## config.mk

```make
export PLATFORM = sky130hd
export DESIGN_NAME = pipe_bist_flat
export DESIGN_NICKNAME = d
export VERILOG_FILES = /design/src/rtl/pipe_pkg.sv /design/src/rtl/pipe_bist_if.sv /design/src/rtl/pipe_ref_model.sv /design/src/rtl/pipe_bist.sv /design/src/flat_wrapper.sv
export SDC_FILE = /design/constraint.sdc
export NUM_CORES = 1
export LEC_CHECK = 0
export ABC_CLOCK_PERIOD_IN_PS = 16200
export BUFFER_PORTS_ARGS = -buffer_cell sky130_fd_sc_hd__buf_2
export CORE_ASPECT_RATIO = 0.5
export CORE_MARGIN = 5
export CORE_UTILIZATION = 61
export CTS_BUF_LIST = sky130_fd_sc_hd__clkbuf_4 sky130_fd_sc_hd__clkbuf_8
export DETAILED_ROUTE_END_ITERATION = 16
export GPL_ROUTABILITY_DRIVEN = 1
export PLACE_DENSITY = 0.83
export SLEW_MARGIN = 20
export SYNTH_ARGS = -nofsm -noshare
export SYNTH_HDL_FRONTEND = slang
export SYNTH_HIERARCHICAL = 1
export SYNTH_SLANG_ARGS = --single-unit
```

## constraint.sdc

```tcl
create_clock -name clk -period 16.2 [get_ports clk]
set_input_delay 3.24 -clock clk [delete_from_list [all_inputs] [get_ports clk]]
set_output_delay 3.24 -clock clk [all_outputs]
set_load 0.03 [all_outputs]
```

## src/rtl/pipe_pkg.sv

```systemverilog
// Shared definitions for the pipe_bist self-test block: FSM states, LFSR
// polynomial, default seed and the LFSR step/seed helpers.
package pipe_pkg;

    localparam int          DATA_W       = 8;
    // Feedback taps of x^32 + x^22 + x^2 + x + 1 (the x^32 term is implicit).
    localparam logic [31:0] LFSR_POLY    = 32'h0040_0007;
    localparam logic [31:0] DEFAULT_SEED = 32'hACE1_2345;

    typedef enum logic [1:0] {
        ST_IDLE  = 2'd0,
        ST_RUN   = 2'd1,
        ST_DRAIN = 2'd2,
        ST_DONE  = 2'd3
    } state_t;

    function automatic logic [31:0] lfsr_step(input logic [31:0] s);
        return {s[30:0], 1'b0} ^ (s[31] ? LFSR_POLY : 32'h0);
    endfunction

    // An all-zero LFSR would lock up, so a zero seed is replaced by 1.
    function automatic logic [31:0] seed_fix(input logic [31:0] s);
        return (s == 32'h0) ? 32'h1 : s;
    endfunction

endpackage

```

## src/rtl/pipe_bist_if.sv

```systemverilog
// Bus between pipe_bist and its user: operands out, result back, status out.
// master = the BIST engine, slave = the datapath under test / controller side.
interface pipe_bist_if;
    import pipe_pkg::*;

    logic              start;
    logic [DATA_W-1:0] a;
    logic [DATA_W-1:0] b;
    logic [DATA_W-1:0] c;
    logic [DATA_W-1:0] d;
    logic [DATA_W-1:0] dut_out;
    logic              busy;
    logic              done;
    logic              pass;
    logic [7:0]        err_count;
    logic [7:0]        first_err_idx;

    modport master (
        input  start, dut_out,
        output a, b, c, d, busy, done, pass, err_count, first_err_idx
    );

    modport slave (
        output start, dut_out,
        input  a, b, c, d, busy, done, pass, err_count, first_err_idx
    );

endinterface

```

## src/rtl/pipe_ref_model.sv

```systemverilog
// Golden ((a+b)*(c-d)) mod 256 plus a LATENCY-deep delay line carrying the
// expected value, valid bit and (with PIPE_BIST_ERRLOG_EN) the vector index.
module pipe_ref_model
    import pipe_pkg::*;
#(
    parameter int LATENCY = 3
) (
    input  logic              clk,
    input  logic              rst_n,
    input  logic              vld_i,
    input  logic [DATA_W-1:0] a_i,
    input  logic [DATA_W-1:0] b_i,
    input  logic [DATA_W-1:0] c_i,
    input  logic [DATA_W-1:0] d_i,
`ifdef PIPE_BIST_ERRLOG_EN
    input  logic [7:0]        idx_i,
    output logic [7:0]        idx_o,
`endif
    output logic              vld_o,
    output logic [DATA_W-1:0] exp_o
);

    function automatic logic [DATA_W-1:0] exp_calc(
        input logic [DATA_W-1:0] a, b, c, d
    );
        logic [DATA_W-1:0]   sum;
        logic [DATA_W-1:0]   dif;
        logic [2*DATA_W-1:0] prod;
        sum  = a + b;
        dif  = c - d;
        prod = sum * dif;
        return prod[DATA_W-1:0];
    endfunction

    logic [LATENCY-1:0] vld_q;
    logic [DATA_W-1:0]  exp_q [LATENCY];

    always_ff @(posedge clk or negedge rst_n) begin
        if (!rst_n) begin
            vld_q <= '0;
        end else begin
            vld_q[0] <= vld_i;
            for (int i = 1; i < LATENCY; i++) vld_q[i] <= vld_q[i-1];
        end
    end

    // Data stages carry no reset; only the valid bits qualify them.
    always_ff @(posedge clk) begin
        exp_q[0] <= exp_calc(a_i, b_i, c_i, d_i);
        for (int i = 1; i < LATENCY; i++) exp_q[i] <= exp_q[i-1];
    end

    assign vld_o = vld_q[LATENCY-1];
    assign exp_o = exp_q[LATENCY-1];

`ifdef PIPE_BIST_ERRLOG_EN
    logic [7:0] idx_q [LATENCY];

    always_ff @(posedge clk) begin
        idx_q[0] <= idx_i;
        for (int i = 1; i < LATENCY; i++) idx_q[i] <= idx_q[i-1];
    end

    assign idx_o = idx_q[LATENCY-1];
`endif

endmodule

```

## src/rtl/pipe_bist.sv

```systemverilog
// Built-in self test for a 4-operand datapath: LFSR stimulus, delayed golden
// compare, saturating error count. PIPE_BIST_ERRLOG_EN adds first-error capture.
module pipe_bist
    import pipe_pkg::*;
#(
    parameter int          LATENCY     = 3,
    parameter int          NUM_VECTORS = 16,
    parameter logic [31:0] SEED        = DEFAULT_SEED
) (
    input  logic      clk,
    input  logic      rst_n,
    pipe_bist_if.master bus
);

    localparam logic [31:0] SEED_EFF   = seed_fix(SEED);
    localparam logic [7:0]  LAST_IDX   = 8'(NUM_VECTORS - 1);
    localparam logic [3:0]  LAST_DRAIN = 4'(LATENCY - 1);

    function automatic logic [7:0] sat_inc(input logic [7:0] v);
        return (v == 8'hFF) ? v : v + 8'd1;
    endfunction

    state_t            state_q, state_d;
    logic [31:0]       lfsr_q, lfsr_d;
    logic [7:0]        idx_q, idx_d;
    logic [3:0]        drain_q, drain_d;
    logic [7:0]        err_q, err_d;
    logic              issue;
    logic              start_ok;
    logic              ref_vld;
    logic [DATA_W-1:0] ref_exp;
    logic              mismatch;

    assign issue    = (state_q == ST_RUN);
    assign start_ok = bus.start && (state_q == ST_IDLE || state_q == ST_DONE);

    // Operands come straight from the registered LFSR, forced to zero outside RUN.
    assign bus.a = issue ? lfsr_q[31:24] : '0;
    assign bus.b = issue ? lfsr_q[23:16] : '0;
    assign bus.c = issue ? lfsr_q[15:8]  : '0;
    assign bus.d = issue ? lfsr_q[7:0]   : '0;

`ifdef PIPE_BIST_ERRLOG_EN
    logic [7:0] ref_idx;
`endif

    pipe_ref_model #(
        .LATENCY (LATENCY)
    ) u_ref (
        .clk   (clk),
        .rst_n (rst_n),
        .vld_i (issue),
        .a_i   (bus.a),
        .b_i   (bus.b),
        .c_i   (bus.c),
        .d_i   (bus.d),
`ifdef PIPE_BIST_ERRLOG_EN
        .idx_i (idx_q),
        .idx_o (ref_idx),
`endif
        .vld_o (ref_vld),
        .exp_o (ref_exp)
    );

    assign mismatch = ref_vld && (bus.dut_out != ref_exp);

    always_ff @(posedge clk or negedge rst_n) begin
        if (!rst_n) begin
            state_q <= ST_IDLE;
            lfsr_q  <= SEED_EFF;
            idx_q   <= '0;
            drain_q <= '0;
            err_q   <= '0;
        end else begin
            state_q <= state_d;
            lfsr_q  <= lfsr_d;
            idx_q   <= idx_d;
            drain_q <= drain_d;
            err_q   <= err_d;
        end
    end

    always_comb begin
        state_d = state_q;
        lfsr_d  = lfsr_q;
        idx_d   = idx_q;
        drain_d = drain_q;
        err_d   = mismatch ? sat_inc(err_q) : err_q;
        unique case (state_q)
            ST_IDLE, ST_DONE: begin
                // The LFSR is deliberately not reseeded: each run continues the sequence.
                if (bus.start) begin
                    state_d = ST_RUN;
                    idx_d   = '0;
                    err_d   = '0;
                end
            end
            ST_RUN: begin
                lfsr_d = lfsr_step(lfsr_q);
                idx_d  = idx_q + 8'd1;
                if (idx_q == LAST_IDX) begin
                    state_d = ST_DRAIN;
                    drain_d = '0;
                end
            end
            ST_DRAIN: begin
                drain_d = drain_q + 4'd1;
                if (drain_q == LAST_DRAIN) state_d = ST_DONE;
            end
            default: state_d = ST_IDLE;
        endcase
    end

    assign bus.busy      = (state_q == ST_RUN) || (state_q == ST_DRAIN);
    assign bus.done      = (state_q == ST_DONE);
    assign bus.pass      = (state_q == ST_DONE) && (err_q == 8'd0);
    assign bus.err_count = err_q;

`ifdef PIPE_BIST_ERRLOG_EN
    logic [7:0] fei_q, fei_d;

    // err_q == 0 marks the first mismatch of the run, since start clears both.
    always_comb begin
        fei_d = fei_q;
        if (start_ok)                     fei_d = 8'hFF;
        else if (mismatch && err_q == '0) fei_d = ref_idx;
    end

    always_ff @(posedge clk or negedge rst_n) begin
        if (!rst_n) fei_q <= 8'hFF;
        else        fei_q <= fei_d;
    end

    assign bus.first_err_idx = fei_q;
`else
    assign bus.first_err_idx = 8'hFF;
`endif

endmodule
```

## src/flat_wrapper.sv

```systemverilog
// flat-port wrapper written by rule: the top's interface ports become plain ports
module pipe_bist_flat import pipe_pkg::*;
#(
    parameter int          LATENCY     = 3,
    parameter int          NUM_VECTORS = 16,
    parameter logic [31:0] SEED        = DEFAULT_SEED
)
  (clk, rst_n, bus_start, bus_dut_out, bus_a, bus_b, bus_c, bus_d, bus_busy, bus_done, bus_pass, bus_err_count, bus_first_err_idx);
  pipe_bist_if bus_i ();
  input  logic clk;
  input  logic rst_n;
  input wire logic [$bits(bus_i.start)-1:0] bus_start;
  input wire logic [$bits(bus_i.dut_out)-1:0] bus_dut_out;
  output wire logic [$bits(bus_i.a)-1:0] bus_a;
  output wire logic [$bits(bus_i.b)-1:0] bus_b;
  output wire logic [$bits(bus_i.c)-1:0] bus_c;
  output wire logic [$bits(bus_i.d)-1:0] bus_d;
  output wire logic [$bits(bus_i.busy)-1:0] bus_busy;
  output wire logic [$bits(bus_i.done)-1:0] bus_done;
  output wire logic [$bits(bus_i.pass)-1:0] bus_pass;
  output wire logic [$bits(bus_i.err_count)-1:0] bus_err_count;
  output wire logic [$bits(bus_i.first_err_idx)-1:0] bus_first_err_idx;
  assign bus_i.start = bus_start;
  assign bus_i.dut_out = bus_dut_out;
  assign bus_a = bus_i.a;
  assign bus_b = bus_i.b;
  assign bus_c = bus_i.c;
  assign bus_d = bus_i.d;
  assign bus_busy = bus_i.busy;
  assign bus_done = bus_i.done;
  assign bus_pass = bus_i.pass;
  assign bus_err_count = bus_i.err_count;
  assign bus_first_err_idx = bus_i.first_err_idx;
  pipe_bist #(.LATENCY(LATENCY), .NUM_VECTORS(NUM_VECTORS), .SEED(SEED)) u_core (.clk(clk), .rst_n(rst_n), .bus(bus_i));
endmodule
```

After elaboration in Yosys (flattened, before gate mapping)
Memories as Yosys holds them, arrays and structs flattened. Index checks and enable logic that the tools add are counted.

Register bits: 57. Memory bits (writable): 24. Output and inout bits: 51. Logic and storage cells: 52. Memories kept: 1.

Add/sub/neg operators: 5. $mul: 1. Equal/unequal tests: 10. Multiplexer cells: 17. Bitwise gates (word level): 1. Reductions and logical operators: 11.

Memory list: u_core.u_ref.exp_q (depth 3, bits a word 8, rd ports 3, clocked after Yosys merged registers in 0, wr ports 3, RTL line pipe_ref_model.sv:36) `logic [DATA_W-1:0] exp_q [LATENCY];`.

Operators with widths (count): 8-bit two-way mux (9); 32-bit XOR (1); 23-bit two-way mux (1); 8-bit by 1-bit adder with 8-bit output, second input constant (2); 8-bit case mux with 2 select lines (1); 8-bit adder (1); 8-bit by 4-bit == test with 1-bit output, second input constant (1); 8-bit == test, second input constant (1); 8-bit zero test (1); 8-bit by 8-bit multiplier with 8-bit output (1); 8-bit inequality test (1); 4-bit case mux with 2 select lines (1); 8-bit subtractor (1); 2-bit two-way mux (3); 2-bit case mux with 3 select lines (1); 4-bit by 1-bit adder with 4-bit output, second input constant (1); 2-bit == test, second input constant (2); 4-bit by 2-bit == test with 1-bit output, second input constant (1); 4-bit two-way mux (1); 2-bit inequality test, second input constant (2); 2-bit AND reduction (2); 2-bit nonzero test (2); 3-bit AND reduction (1); 2-bit by 1-bit == test with 1-bit output, second input constant (1); other kinds (5) (6).

Logic depth before layout (Yosys ltp)
An unclocked memory read counts as a cell.

Word-level depth: 6. Mapped depth: 30.

By module
Netlist, hierarchy kept.

By module, submodules not included: pipe_bist (times used 1, cells each 268, area each 2907.8 um^2, seq. area each 1368.8 um^2); pipe_ref_model (times used 1, cells each 235, area each 2152.1 um^2, seq. area each 555.5 um^2).

Least setup slack after synthesis
Ideal clock, no wire load.

Kind: register to register. From: reg u_core.state_q[1]. To: mem u_core.u_ref.exp_q[0][7]. Setup time: 121 ps. Arrival time: 6519 ps. Slack: 9560 ps. Cell stages (with the launch flop): 28. Buffers on the path: 3. Clock period less this slack: 6640 ps. Cells stage by stage: dfrtp_1 -> inv_1 -> ha_1 -> clkbuf_1 -> buf_2 -> clkbuf_1 -> and2_1 -> ha_1 -> inv_1 -> fa_1 -> a21o_1 -> a21oi_1 -> xnor2_1 -> nand2b_1 -> fa_1 -> fa_1 -> inv_1 -> fa_1 -> inv_1 -> fa_1 -> inv_1 -> ha_1 -> a21oi_1 -> a21oi_1 -> a31oi_1 -> xnor3_1 -> xnor3_1 -> xnor2_1.

RTL lines: start: declaration (RTL line pipe_bist.sv:23) `state_t state_q, state_d;`; start signal: assignment (RTL line pipe_bist.sv:75) `state_q <= state_d;`; end: declaration (RTL line pipe_ref_model.sv:36).

==> impl_results.md <==
- Post-synth ARST share: 70.4%
- DR WL/cell: 13.9 um
- Nets: 609
- Synth cell types: 60
- Setup TNS Final: 0 ps
- Initial antenna violation count: 0
- Status: completed
- Slew Limit Fails: 0
- Clk slew on worst S/H paths: 90 ps
- # IOs: 62
- RSZ-0062 raised after global routing: no
- Cell area after layout: 0.00552 sq mm
- First-pass GRT wire length: 15700 um
- Core region area: 0.00803 sq mm
- Inserted Clock Buffers: 9
- Register area: 0.00192 sq mm
- Final wirelength: 9220 um
- CTS Buffer Depth: 2
- I/O Buffers: 53
- Layout Skew: 14.2 ps
- Number of global-route vias before repair: 3369
- Netlist Area Pre-Place: 0.00506 sq mm
- Startpoint types: register
- Final period util: 42.9%
- Initial core utilization: 63.0%
- Share of cells above drive strength 1: 22.9%
- Worst slew pin tran: 930 ps
- Pin count of the biggest net entering global routing: 60
- Yosys reg bits: 81
- Worst path required time: 16450 ps
- Clock Tree Root: clkbuf_8
- Post-route DRC: 0
- DR iter-0 viols: 207
- Gr usage total: 18.9%
- Max_cap viols: 0
- Avg Vias per Cell: 5.29
- CP Capture Type: register
- Yosys Warn Count: 6
- Crit-path max FO: 59
- Critical path arrival: 7190 ps
- Syn_area_per_cell: 10.1 sq um
- Maximum level of the CTS H-tree: 3
- Clk sinks: 81
- # diodes: 0
- Vias post-DR: 3506
- Die footprint: 0.0103 sq mm
- Final-report setup violation count: 0
- Multi-input logic area: 0.00279 sq mm
- Post-CTS Setup Inserts: 0
- Worst setup path class: register to register
- Grt total ovfl: 0
- CP max stage cell: fa_1
- GR Util met3: 5.27%
- Synthesis-to-layout area growth: 9.05%
- Hpwl dp: 6990 um
- Cts hold-fix bufs: 0
- Final hold vios: 0
- Post-CTS sizing: 0
- EDFF count, synth: 0
- Setup ws final: 9260 ps
- Met2 track demand over resource: 33.0%
- Final min period: 6940 ps
- Antenna viol nets, final: 0
- Worst Hold Class: register to register
- Die width: 139 um
- Max stage delay on crit path: 550 ps
- Top cell family by delay on the critical path: adder cells
- Routability cong.: 0.874
- Top_reg_cell synth: dfrtp_1
- Max Clock Freq: 0.144 GHz
- Hold slack: 332 ps
- Met1 track demand over resource: 24.1%
- Placement Setup Slack: 9270 ps
- Later-pin clock latency in the skew report: 360 ps
- Pre-antenna DRT Iters: 7
- Mapped Cells: 503
- Placed cell area: 0.00533 sq mm
- Floorplan die height: 74.4 um
- Filler instances: 584
- FP Rows: 23
- Crit path buf inv count: 6
- Slew margin rel.: 37.9%
- Sequential share of the synthesized area: 38.0%
- Most Crowded Layer GR: met2
- CTS tree: done
[state kept, by name (all words and copies together), names as in the netlist]
name	count
u_core/state_q	2
u_core/idx_q	8
u_core/u_ref/exp_q	24
u_core/drain_q	4
u_core/bus.err_count	8
u_core/lfsr_q	32
u_core/u_ref/vld_q	3
[cells in the mapped netlist (2+ instances only)]
cell | instances | area [sq um]
inv_1 | 52 | 195
dfrtp_1 | 43 | 1080
nor2_1 | 41 | 154
ha_1 | 38 | 475
and2_1 | 34 | 213
mux2_2 | 29 | 327
dfxtp_1 | 24 | 480
nand2_1 | 21 | 78.8
xnor2_1 | 21 | 184
a21oi_1 | 18 | 90.1
xor2_1 | 18 | 158
buf_4 | 16 | 120
dfstp_2 | 14 | 368
fa_1 | 14 | 280
o21ai_0 | 14 | 70.1
nand3_1 | 10 | 50.1
clkbuf_1 | 9 | 33.8
nand2b_1 | 7 | 43.8
mux2i_1 | 6 | 60.1
a211oi_1 | 5 | 37.5
and3_1 | 4 | 25.0
nor4_1 | 4 | 25.0
a31oi_1 | 3 | 18.8
a41o_1 | 3 | 30.0
buf_2 | 3 | 15.0
nand3b_1 | 3 | 22.5
nor2b_1 | 3 | 18.8
nor3_1 | 3 | 15.0
nor3b_1 | 3 | 22.5
o211ai_1 | 3 | 22.5
a21o_1 | 2 | 15.0
a22o_1 | 2 | 17.5
a311oi_1 | 2 | 17.5
nand4_1 | 2 | 12.5
or3_1 | 2 | 12.5
or3b_1 | 2 | 17.5
xnor3_1 | 2 | 45.0
[area by class of cell]
class	instances	share of cell area, %
multi-input combinational	347	50.5
inverter	52	3.54
tap	112	2.54
timing repair buffer	55	5.08
sequential	81	34.9
clock inverter	7	1.25
clock buffer	9	2.24
[cells in the final DEF (no fill, tap or decap), drive strengths merged, types with 3 or more instances in the layout]
master  netlist  routed
mux2i         6       6
and3          4       4
a31oi         3       3
nor2         41      41
clkbuf        9       9
mux2         29      29
buf          21      55
nand2b        8       8
fa           14      14
inv          52      58
dfrtp        43      43
a41o          3       3
dfstp        14      14
or3b          3       3
nor3          3       3
ha           38      38
nand3        11      11
nor4          4       4
and2         34      34
conb          1       8
nand2        21      21
dfxtp        24      24
xnor2        21      21
a21oi        19      19
o21ai        15      15
o211ai        3       3
a211oi        5       5
nor3b         3       3
xor2         18      18
nor2b         3       3
nand3b        3       3
[path summary, 6_finish.rpt]
kind | startpoint | endpoint | slack, ps | cells past startpoint
worst max register to register | u_core/state_q[1] | u_core/u_ref/exp_q[0][7] | 9260 | 25
worst max-delay path | u_core/state_q[1] | u_core/u_ref/exp_q[0][7] | 9260 | 25
max in group asynchronous | rst_n | u_core/lfsr_q[11] | 12730 | 2
worst min-delay path | u_core/u_ref/exp_q[0][12] | u_core/u_ref/exp_q[0][20] | 330 | 0
min in group asynchronous | rst_n | u_core/bus.err_count[4] | 2990 | 2
worst min register to register | u_core/u_ref/exp_q[0][12] | u_core/u_ref/exp_q[0][20] | 330 | 0
[worst register-to-register path: cells and delay by family, from the launching register on]
kind | cells | cell delay, ps
fa+ha+maj | 8 | 3400
flops | 1 | 410
compound gates | 5 | 970
simple gates | 2 | 350
buf+inv | 6 | 820
xor+xnor | 4 | 920
[per-stage QoR]
step,utilization [%],std cells
after floorplan,-,510
after detailed placement,66.3,647
after global routing,68.7,663
after global placement,66.3,647
after CTS,68.7,663
final,68.7,663
[cells by family (layout without fill, tap and decap cells)]
kind of cell / after synthesis / in the layout / synth area share, %
xor gates and xnor gates: 41 / 41 / 7.64
buffers and inverters: 82 / 123 / 7.49
adders and majority gates: 52 / 52 / 14.9
other: 1 / 8 / 0.0741
and+or+nand+nor: 149 / 149 / 15.7
DFF: 81 / 81 / 38.0
muxes: 35 / 35 / 7.64
AOI/OAI and AO/OA: 62 / 62 / 8.46
[layer usage]
| metal | vias to the layer above | part of all wire, % | routed length, um |
|---|---|---|---|
| met3 | 10 | 5.3 | 493 |
| met5 | - | 0 | 0 |
| li1 | 1739 | - | - |
| met2 | 86 | 48 | 4460 |
| met1 | 1671 | 45 | 4170 |
| met4 | 0 | 1.0 | 95 |
Power is not shown: default switching activity piles up to over one toggle a cycle in this logic, so the estimate is an artifact.
